--- src/rtl/fetch_unit_pq.sv ---
// Instruction fetch front end: sequential PC requests, one outstanding at a time,
// with a DEPTH-entry prefetch queue of {pc, inst} and redirect/flush support.
module fetch_unit_pq #(
    parameter int unsigned     XLEN     = 32,
    parameter logic [XLEN-1:0] PC_RESET = '0,
    parameter int unsigned     DEPTH    = 4
) (
    input  logic                       i_clk,
    input  logic                       i_rst,
    output logic                       o_req,
    output logic [XLEN-1:0]            o_addr,
    input  logic                       i_ready,
    input  logic [XLEN-1:0]            i_data,
    output logic                       o_valid,
    output logic [XLEN-1:0]            o_inst,
    output logic [XLEN-1:0]            o_pc,
    input  logic                       i_stall,
    input  logic                       i_redirect,
    input  logic [XLEN-1:0]            i_redirect_pc,
    output logic [$clog2(DEPTH+1)-1:0] o_count,
    output logic                       o_full,
    output logic                       o_empty
);

    localparam int unsigned CW = $clog2(DEPTH + 1);
    localparam int unsigned PW = $clog2(DEPTH);
    localparam logic [CW-1:0] DepthC = CW'(DEPTH);

    typedef enum logic [1:0] {StIdle, StReq, StDrop} state_e;

    state_e          state_q, state_d;
    logic [XLEN-1:0] fpc_q, fpc_d;
    logic [XLEN-1:0] drop_addr_q, drop_addr_d;
    logic [PW-1:0]   rd_ptr_q, rd_ptr_d;
    logic [PW-1:0]   wr_ptr_q, wr_ptr_d;
    logic [CW-1:0]   count_q, count_d;
    logic            full_q, empty_q;
    logic [XLEN-1:0] inst_mem_q [DEPTH];
    logic [XLEN-1:0] pc_mem_q   [DEPTH];

    logic [XLEN-1:0] redirect_pc;
    logic            push;
    logic            pop;
    logic [CW-1:0]   count_after;

    assign redirect_pc = i_redirect_pc & ~XLEN'(3);
    assign pop         = (count_q != '0) && !i_stall;
    // A response arriving alongside a redirect belongs to the abandoned stream.
    assign push        = (state_q == StReq) && i_ready && !i_redirect;
    assign count_after = count_q + CW'(push) - CW'(pop);

    always_comb begin
        state_d     = state_q;
        fpc_d       = fpc_q;
        drop_addr_d = drop_addr_q;
        case (state_q)
            StIdle: begin
                if (i_redirect) begin
                    fpc_d = redirect_pc;
                end else if (count_q < DepthC) begin
                    state_d = StReq;
                end
            end
            StReq: begin
                if (i_redirect) begin
                    fpc_d = redirect_pc;
                    if (i_ready) begin
                        state_d = StIdle;
                    end else begin
                        // Keep presenting the old address until memory answers.
                        drop_addr_d = fpc_q;
                        state_d     = StDrop;
                    end
                end else if (i_ready) begin
                    fpc_d = fpc_q + XLEN'(4);
                    if (count_after >= DepthC) begin
                        state_d = StIdle;
                    end
                end
            end
            StDrop: begin
                if (i_redirect) begin
                    fpc_d = redirect_pc;
                end
                if (i_ready) begin
                    state_d = StIdle;
                end
            end
            default: state_d = StIdle;
        endcase
    end

    always_comb begin
        rd_ptr_d = rd_ptr_q;
        wr_ptr_d = wr_ptr_q;
        count_d  = count_after;
        if (i_redirect) begin
            rd_ptr_d = '0;
            wr_ptr_d = '0;
            count_d  = '0;
        end else begin
            if (push) begin
                wr_ptr_d = wr_ptr_q + PW'(1);
            end
            if (pop) begin
                rd_ptr_d = rd_ptr_q + PW'(1);
            end
        end
    end

    always_ff @(posedge i_clk or negedge i_rst) begin
        if (!i_rst) begin
            state_q     <= StIdle;
            fpc_q       <= PC_RESET;
            drop_addr_q <= PC_RESET;
            rd_ptr_q    <= '0;
            wr_ptr_q    <= '0;
            count_q     <= '0;
            full_q      <= 1'b0;
            empty_q     <= 1'b1;
        end else begin
            state_q     <= state_d;
            fpc_q       <= fpc_d;
            drop_addr_q <= drop_addr_d;
            rd_ptr_q    <= rd_ptr_d;
            wr_ptr_q    <= wr_ptr_d;
            count_q     <= count_d;
            full_q      <= (count_d == DepthC);
            empty_q     <= (count_d == '0);
        end
    end

    always_ff @(posedge i_clk or negedge i_rst) begin
        if (!i_rst) begin
            for (int i = 0; i < int'(DEPTH); i++) begin
                inst_mem_q[i] <= '0;
                pc_mem_q[i]   <= '0;
            end
        end else if (push) begin
            inst_mem_q[wr_ptr_q] <= i_data;
            pc_mem_q[wr_ptr_q]   <= fpc_q;
        end
    end

    assign o_req   = (state_q != StIdle);
    assign o_addr  = (state_q == StDrop) ? drop_addr_q : fpc_q;
    assign o_valid = !empty_q;
    assign o_inst  = inst_mem_q[rd_ptr_q];
    assign o_pc    = pc_mem_q[rd_ptr_q];
    assign o_count = count_q;
    assign o_full  = full_q;
    assign o_empty = empty_q;

endmodule

--- config.mk ---
export PLATFORM = sky130hd
export DESIGN_NAME = fetch_unit_pq
export DESIGN_NICKNAME = d
export VERILOG_FILES = /design/src/rtl/fetch_unit_pq.sv
export SDC_FILE = /design/constraint.sdc
export NUM_CORES = 1
export LEC_CHECK = 0
export CORE_MARGIN = 5
export CORE_UTILIZATION = 55
export CTS_CLUSTER_DIAMETER = 60
export DETAILED_ROUTE_END_ITERATION = 7
export PLACE_DENSITY = 0.83
export SYNTH_ARGS = -nofsm -noshare
export SYNTH_HDL_FRONTEND = slang
export SYNTH_SLANG_ARGS = --single-unit
--- constraint.sdc ---
create_clock -name i_clk -period 3 [get_ports i_clk]
set_input_delay 0.3 -clock i_clk [delete_from_list [all_inputs] [get_ports i_clk]]
set_output_delay 0.3 -clock i_clk [all_outputs]
set_load 0.05 [all_outputs]
Word level (Yosys, flattened, before mapping)
Index checks and enable logic that the tools add are counted.
- word-level logic and storage cells: 84
- bits in registers: 331
- input bits: 69
- equal/unequal tests: 9
- reductions and logical operators: 18
- $add $sub $neg: 5
- bitwise logic cells: 3
- mux-type cells: 28
- $lt $le $gt $ge: 5
- operators by type and width (cell ; number):
    32-bit 2-to-1 mux ; 9
    128-bit bitwise mux ; 2
    32-bit binary-select mux with 2-bit select ; 2
    32-bit demux with 2-bit select ; 1
    32-bit one-hot mux with 2 select lines ; 1
    32-bit by 3-bit adder with 32-bit output (second input constant) ; 1
    2-bit 2-to-1 mux ; 11
    3-bit greater-or-equal comparator (second input constant) ; 3
    2-bit nonzero test ; 4
    2-bit inequality test (second input constant) ; 3
    2-bit NOT with 3-bit output ; 2
    2-bit one-hot mux with 3 select lines ; 1
    3-bit AND reduction ; 2
    5-bit AND reduction ; 1
    2-bit by 1-bit adder with 2-bit output (second input constant) ; 2
    1-bit logical AND ; 4
    3-bit by 1-bit adder with 3-bit output ; 1
    3-bit == test (second input constant) ; 1
    1-bit logical NOT ; 3
    3-bit logical NOT ; 1
    3-bit by 1-bit less-than comparator with 1-bit output (second input constant) ; 1
    3-bit less-than comparator (second input constant) ; 1
    3-bit 2-to-1 mux ; 1
    3-bit by 2-bit inequality test with 1-bit output (second input constant) ; 1
    other kinds (9) ; 9

Logic depth before layout (Yosys ltp)
Gate-level depths: netlist of run 1.
- word-level depth: 10
- gate-level depth with buffers: 12
- depth with buffers taken out: 12

Least setup slack after synthesis of run 1
OpenSTA, ideal clock, no wires.
- path kind: reg-to-reg
- from: register state_q[1]
- to: register full_q, in the netlist o_full
- library setup time: 0.101 ns
- path buffers: 0
- arrival: 2.576 ns
- cell stages (with the launch flop): 12
- setup slack: 0.323 ns
- cells stage by stage: dfrtp_1 -> and2b_1 -> nor3b_2 -> inv_1 -> ha_1 -> inv_1 -> ha_1 -> inv_1 -> fa_1 -> nor2_1 -> or2_2 -> nor4_1
- cells in the longest elaborated chain, start to end: 7
- ends and longest elaborated chain (what ; line ; text):
    start: declaration ; 31 ; state_e state_q, state_d;
    start signal: assignment ; 113 ; state_q <= StIdle;
    start signal: assignment ; 122 ; state_q <= state_d;
    2-bit by 1-bit == test with 1-bit output ; 49 ; assign push = (state_q == StReq) && i_ready && !i_redirect;
    1-bit logical AND (2 in series) ; 49 ;
    3-bit by 1-bit adder with 3-bit output ; 50 ; assign count_after = count_q + CW'(push) - CW'(pop);
    3-bit by 1-bit subtractor with 3-bit output ; 50 ;
    3-bit 2-to-1 mux ; 97 ; if (i_redirect) begin
    net count_d[1] ; 36 ; logic [CW-1:0] count_q, count_d;
    3-bit == test ; 128 ; full_q <= (count_d == DepthC);
    end signal: assignment ; 128 ;
    end: declaration ; 37 ; logic full_q, empty_q;
The timed path passes the listed nets, and every way through them passes these cells.
A chain may end at the register's enable or synchronous reset.

Worst setup path after layout of run 1
- from: register state_q[0]
- to: output port o_addr[3]
- cells in the longest elaborated chain, start to end: 2
- ends and longest elaborated chain (what ; line ; text):
    2-bit == test ; 146 ; assign o_addr = (state_q == StDrop) ? drop_addr_q : fpc_q;
    32-bit 2-to-1 mux ; 146 ;
    end: declaration ; 11 ; output logic [XLEN-1:0] o_addr,
Every way passes these cells.

==> run_results.csv, run 1 <==
group,metric,value,unit
logic_synthesis,synth_top_area_frac,0.5415,
logic_synthesis,synth_ff_type,"dfrtp_1",
grt,gr-total-overflow,0,
sta,relSlewSlack,0.4530,
critical_path,required,2.70,ns
sta,finalSetupViolCount,0,
route,wl_met1,14380,µm
critical_path,worst_path_max_delay_cell,"clkdlybuf4s50_1",
status,status,"finished, final reports clean",
layout,n_antenna_cell,0,
logic_synthesis,ys_seq_area_frac,0.5433,
sta,worstMarginPinSlew,0.8137,ns
logic_synthesis,syn_inst,1034,
power_and_ir_drop,p_clk_frac,0.221,
power_and_ir_drop,combPwrFrac,0.441,
job,cap_violations,0,
sta,slew_violations,0,
route,drtAntennaViolNets,0,
logic_synthesis,yosys.area.top_type,"dfrtp_1",
clock_network,post-cts-setup-buffer-count,0,
critical_path,path_class,"reg -> out",
route,vias,9326,
logic_synthesis,ys_types,58,
route,met2_length,16020,µm
power_and_ir_drop,swShare,0.3963,
critical_path,r2r_start,"state_q[1]",
floorplanning,ioPinCount,172,
route,drc,0,
route,via_per_inst,6.032,
clock_network,clockBufferDepth,3,
layout,fillCellCount,1796,
logic_synthesis,ys_seq_elements,319,
logic_synthesis,netlist_area,14700,µm²
grt,antenna_found_initial,1,
grt,grt_usage,0.2196,
sta,fin_crit,2.880,ns
grt,grt_pass1_vias,9896,
sta,worst_hold_slack,0.3893,ns
power_and_ir_drop,leakage,8.266,nW
logic_synthesis,synth_area_per_cell,14.21,µm²
power_and_ir_drop,p_sw,0.007722,W
clock_network,cts_tree,"built",
route,top_layer,"met5",
clock_network,cts.sinks,319,
place,port_buffers,165,
logic_synthesis,ys_top_cells_by_area,"dfrtp_1 54%, mux2_2 23%, mux4_2 9.5%, clkbuf_1 1.2%, a21oi_1 1.2%",
power_and_ir_drop,internal_power,0.01176,W
power_and_ir_drop,seqPwrFrac,0.338,
clock_network,path_clk_slew,0.06,ns
floorplanning,std_cell_rows,59,
sta,hold_viol_final,0,
critical_path,r2r-end,"o_empty",
sta,setup_slack,0.1198,ns
clock_network,htreeDepth,2,
critical_path,worstPathArrival,2.58,ns
sta,min_period_over_period,0.9601,
critical_path,crit_top_cell,"buf_4",
sta,fin_skew,0.01253,ns
logic_synthesis,yosys_warnings,0,
layout,design_area,18000,µm²
layout,drive_gt1_frac,0.3898,
place,gp_congestion,0.8096,
sta,final.setup.tns,0,ns
logic_synthesis,synth_most_common_cell,"dfrtp_1",
clock_network,cts-buffers-inserted,35,
sta,fmax,0.3472,GHz
route,drtPass1Iterations,5,
route,wl_per_cell,21.36,µm
critical_path,start_kind,"flop",
route,wirelength,33020,µm
power_and_ir_drop,ir_drop,911.8,µV
critical_path,ff2ff_path_depth,12,
floorplanning,die_height,173.5,µm
route,drt_iter0_drc,639,
floorplanning,die_w,173.5,µm
clock_network,clk_latency,0.50,ns
grt,grt_pass1_wl,53710,µm
floorplanning,initial_core_util,0.5608,
place,dp_hpwl,21710,µm
logic_synthesis,synth-edff-count,0,
floorplanning,dieArea,30090,µm²
place,placed_cell_area,16820,µm²
critical_path,r2r_slack,0.28,ns
critical_path,endpoint_kind,"primary output",
clock_network,cts_root_buf,"clkbuf_16",
sta,rsz0062_at_grt,"no",
floorplanning,coreArea,26210,µm²
critical_path,setup.worst_path.start,"state_q[0]",
layout,stdcell_count,1546,
place,placed_cells,1486,
grt,grt_max_degree,80,
place,place_ws,0.05474,ns
route,dr_wl_met3,1845,µm
logic_synthesis,synth.top_cells.by_count,"318 x dfrtp_1, 298 x mux2_2, 62 x mux4_2",
critical_path,cp_max_fo,19,
critical_path,slowest_delay,0.72,ns
layout,fin_nets,1266,
logic_synthesis,asyncSetResetFlopFracSynth,1.000,
critical_path,path_cells,"buf_4, nor2b_4, buf_4, mux2_2, clkdlybuf4s50_1",
power_and_ir_drop,powerDensity,1083,nW/µm²
worst_hold_path,hold_class,"in -> async",
layout,areaGrowthSynthToFinish,22.49,%
## kinds of logic (layout without fill, tap and decap cells)
family | count (synthesis) | in the layout | synth area share
xor+xnor | 4 | 4 | 0.002384
mux | 362 | 362 | 0.3247
buf+inv | 97 | 271 | 0.02852
flops | 319 | 319 | 0.5433
other cells | 1 | 4 | 0.0002552
compound gates | 105 | 105 | 0.04410
fa+ha+maj | 8 | 8 | 0.007322
simple gates | 138 | 138 | 0.04938
## cell usage in the layout, fill, tap and decap left out, drive strengths merged, types with 9 or more instances in the layout
cell type,n
mux2,298
dlymetal6s2s,19
inv,9
nand4,11
nand2,42
buf,39
nor3,9
clkdlybuf4s50,109
nand3,13
dfrtp,318
a21oi,35
o21ai,26
mux4,62
clkbuf,50
dlygate4sd2,35
nor2,31
## power by group through the flow
stage | registers (W) | clock network [W] | logic [W]
global placement | 0.00655 | 0 | 0.00879
global route | 0.00675 | 0.00457 | 0.00905
detailed placement | 0.00664 | 0 | 0.00892
finish | 0.00658 | 0.00431 | 0.00859
floorplan | 0.00624 | 0 | 0.00645
CTS | 0.00658 | 0.00439 | 0.00870
## cell type report
class,instances,area [µm²],area share
clock buffer,50,1045,0.05804
clock inverter,9,120.1,0.006673
inverter,9,33.78,0.001877
multi-input combinational,621,6322,0.3512
sequential,319,7989,0.4438
tap,335,419.2,0.02329
timing repair buffer,203,2071,0.1150
## timing repair
action | in CTS | in global routing
endpoints found under the setup margin | 35 | 19
gates resized for setup | 35 | 19
hold buffers | 1 | 0
endpoints found under the hold margin | 74 | 0
## stage by stage
step	util	total power, W
final	0.6868	0.01949
after detailed placement	0.6419	0.01556
after CTS	0.6850	0.01967
after global routing	0.6868	0.02038
after global placement	0.6419	0.01534
after floorplan	-	0.01269
## metal layers
metal / vias to the layer above / global-route usage
met5: - / 0
met4: 2 / 0.05820
met3: 66 / 0.04057
met2: 277 / 0.3589
met1: 4870 / 0.3075
li1: 4111 / -
## critical path: cells and delay by family (launching register included)
kind / cells / cell delay, ns
buf+inv: 3 / 1.18
mux: 1 / 0.41
flops: 1 / 0.37
simple gates: 1 / 0.11
## state kept, by name, summed over array words and instances, names as in the netlist
signal,cells
inst_mem_q,128
pc_mem_q,120
drop_addr_q,30
fpc_q,30
o_count,3
rd_ptr_q,2
state_q,2
wr_ptr_q,2
o_empty,1
o_full,1
## how the worst max path moves through the flow
stage / depth (start not counted) / end
4_1_cts: 3 / o_pc[13]
2_1_floorplan: 11 / o_full
3_5_place_dp: 13 / o_empty
6_report: 5 / o_addr[3]
5_1_grt: 12 / o_empty
3_3_place_gp: 13 / o_empty
(Power assumes the default switching activity.)
==> run 2, diff against run 1 <==
Settings changed: CORE_UTILIZATION 55 to 51, PLACE_DENSITY 0.83 to 0.81.
Clock period 3 ns to 2.4 ns, I/O delays scaled along.
==> run 2 against run 1 <==
The flow now finishes with violations (setup timing). Final cell count up 5.5%. Die area up 7.4%. Critical path depth up 7. Largest power group unchanged.
==> run_results.csv, run 2 (same netlist as run 1, synthesis figures left out) <==
group,metric,value,unit
status,status,"complete, but fails checks",
status,violations,"setup timing",
grt,busiest_layer,"met2",
critical_path,cp_max_fo,4,
route,drtAntennaViolNets,0,
floorplanning,die_height,179.8,µm
layout,fin_nets,1300,
clock_network,cts_tree,"built",
route,wl_per_cell,21.43,µm
critical_path,r2r_slack,-0.06,ns
critical_path,path_class,"reg -> reg",
clock_network,clockBufferDepth,3,
sta,fin_skew,0.02120,ns
clock_network,clk_latency,0.52,ns
clock_network,cts-buffers-inserted,35,
power_and_ir_drop,swShare,0.3920,
route,drtPass1Iterations,6,
layout,final_common_cell,"dfrtp_1",
sta,fmax,0.4058,GHz
clock_network,cts_root_buf,"clkbuf_16",
sta,finalSetupViolCount,3,
grt,grt.met2_usage,0.3522,
place,dp_hpwl,23240,µm
critical_path,r2r_start,"state_q[1]",
layout,top_register,"inst_mem_q",
sta,worstMarginPinSlew,0.5394,ns
power_and_ir_drop,p_sw,0.01020,W
route,vias,9594,
grt,grt_usage,0.2161,
floorplanning,die_w,179.8,µm
sta,min_period_over_period,1.027,
grt,grt_pass1_wl,56740,µm
floorplanning,std_cell_rows,62,
critical_path,start_kind,"flop",
power_and_ir_drop,combPwrFrac,0.472,
route,drt_iter0_drc,719,
critical_path,required,2.83,ns
floorplanning,initial_core_util,0.5148,
floorplanning,ioPinCount,172,
layout,areaGrowthSynthToFinish,26.44,%
layout,fillCellCount,2044,
layout,final_cell_mix,"316 x dfrtp_1, 298 x mux2_2, 125 x buf_4, 72 x clkdlybuf4s50_1, 62 x mux4_2",
grt,gr-total-overflow,0,
layout,largest_reg_flops,128,
grt,grt_pass1_vias,10280,
critical_path,crit_top_cell,"inv_2",
layout,drive_gt1_frac,0.4916,
floorplanning,dieArea,32310,µm²
route,drc,0,
sta,hold_viol_final,0,
layout,reg_top3,"inst_mem_q (128), pc_mem_q (120)",
place,port_buffers,165,
power_and_ir_drop,powerDensity,1400,nW/µm²
layout,n_antenna_cell,0,
clock_network,cts.sinks,319,
power_and_ir_drop,internal_power,0.01581,W
power_and_ir_drop,ir_drop,977.0,µV
critical_path,r2r-end,"o_empty",
grt,met1_usage,0.3011,
sta,rsz0062_at_grt,"yes",
job,cap_violations,0,
grt,grt_max_degree,67,
power_and_ir_drop,leakage,8.436,nW
worst_hold_path,hold_class,"in -> async",
route,via_per_inst,5.882,
grt,antenna_found_initial,1,
critical_path,path_cells,"and2b_1, nor3b_4, inv_2, ha_4, inv_2, ha_4, inv_2, fa_2, xor2_4, and2_4, nor3_2, nor2_1",
power_and_ir_drop,total_power,0.02601,W
sta,relSlewSlack,0.6376,
critical_path,worst_path_max_delay_cell,"fa_2",
critical_path,crit_family,"simple AND/OR/NAND/NOR gates",
critical_path,endpoint_kind,"flop",
critical_path,ff2ff_path_depth,12,
sta,slew_violations,0,
power_and_ir_drop,p_clk_frac,0.217,
critical_path,critical_path_depth,12,
floorplanning,coreArea,28550,µm²
place,place_ws,-0.3255,ns
critical_path,crit_buf_inv,3,
critical_path,slowest_delay,0.42,ns
route,wirelength,34950,µm
grt,use_met3,0.04466,
sta,setup_slack,-0.06411,ns
clock_network,htreeDepth,2,
power_and_ir_drop,seqPwrFrac,0.311,
place,gp_congestion,0.8593,
critical_path,worstPathArrival,2.90,ns
sta,fin_crit,2.464,ns
clock_network,path_clk_slew,0.06,ns
==> run 2: worst max-delay path by stage <==
stage,end,from
2_1_floorplan,o_full,state_q[1]
3_3_place_gp,o_full,i_ready
3_5_place_dp,o_full,i_ready
4_1_cts,o_full,state_q[1]
5_1_grt,o_empty,state_q[1]
6_report,o_empty,state_q[1]
==> run 2: per-layer routing <==
metal | vias to the layer above | wire (µm)
li1 | 4197 | -
met1 | 4995 | 15030
met2 | 333 | 17080
met3 | 67 | 2026
met4 | 2 | 788
met5 | - | 17
==> run 2: metrics by stage <==
| step | TNS (ns) | cell area, µm² | std cells | hold slack [ns] | utilization |
|---|---|---|---|---|---|
| after floorplan | -0.4839 | 14720 | 1037 | -0.05559 | - |
| after global placement | -0.9173 | 17220 | 1564 | 0.2325 | 0.6032 |
| after global routing | -0.4747 | 18580 | 1631 | 0.3341 | 0.6509 |
| after detailed placement | -1.110 | 17220 | 1564 | 0.2401 | 0.6032 |
| final | -0.07080 | 18580 | 1631 | 0.2833 | 0.6509 |
| after CTS | -0.1284 | 18500 | 1629 | 0.2881 | 0.6481 |
==> run 2: final cells by class <==
cell class                 count  area, µm²  share of cell area
sequential                   319       7989              0.4300
tap                          384      480.5             0.02586
clock inverter                15      209.0             0.01125
inverter                       9      33.78            0.001818
multi-input combinational    621       6427              0.3459
clock buffer                  46       1010             0.05434
timing repair buffer         237       2431              0.1308
==> run 2: what timing repair did <==
| action | CTS | global route |
|---|---|---|
| hold endpoints to repair | 58 | 0 |
| endpoints found under the setup margin | 81 | 30 |
| setup buffers | 3 | 2 |
| pin swaps | 0 | 6 |
| resized for setup | 3 | 15 |
| hold buffers | 1 | 0 |
==> run 2: power by group through the flow <==
stage          sequential, W  clock, W  combinational, W
5_1_grt              0.00831   0.00597            0.0129
3_3_place_gp         0.00806         0            0.0119
2_1_floorplan        0.00780         0           0.00809
4_1_cts              0.00808   0.00576            0.0122
6_report             0.00809   0.00565            0.0123
3_5_place_dp         0.00820         0            0.0120
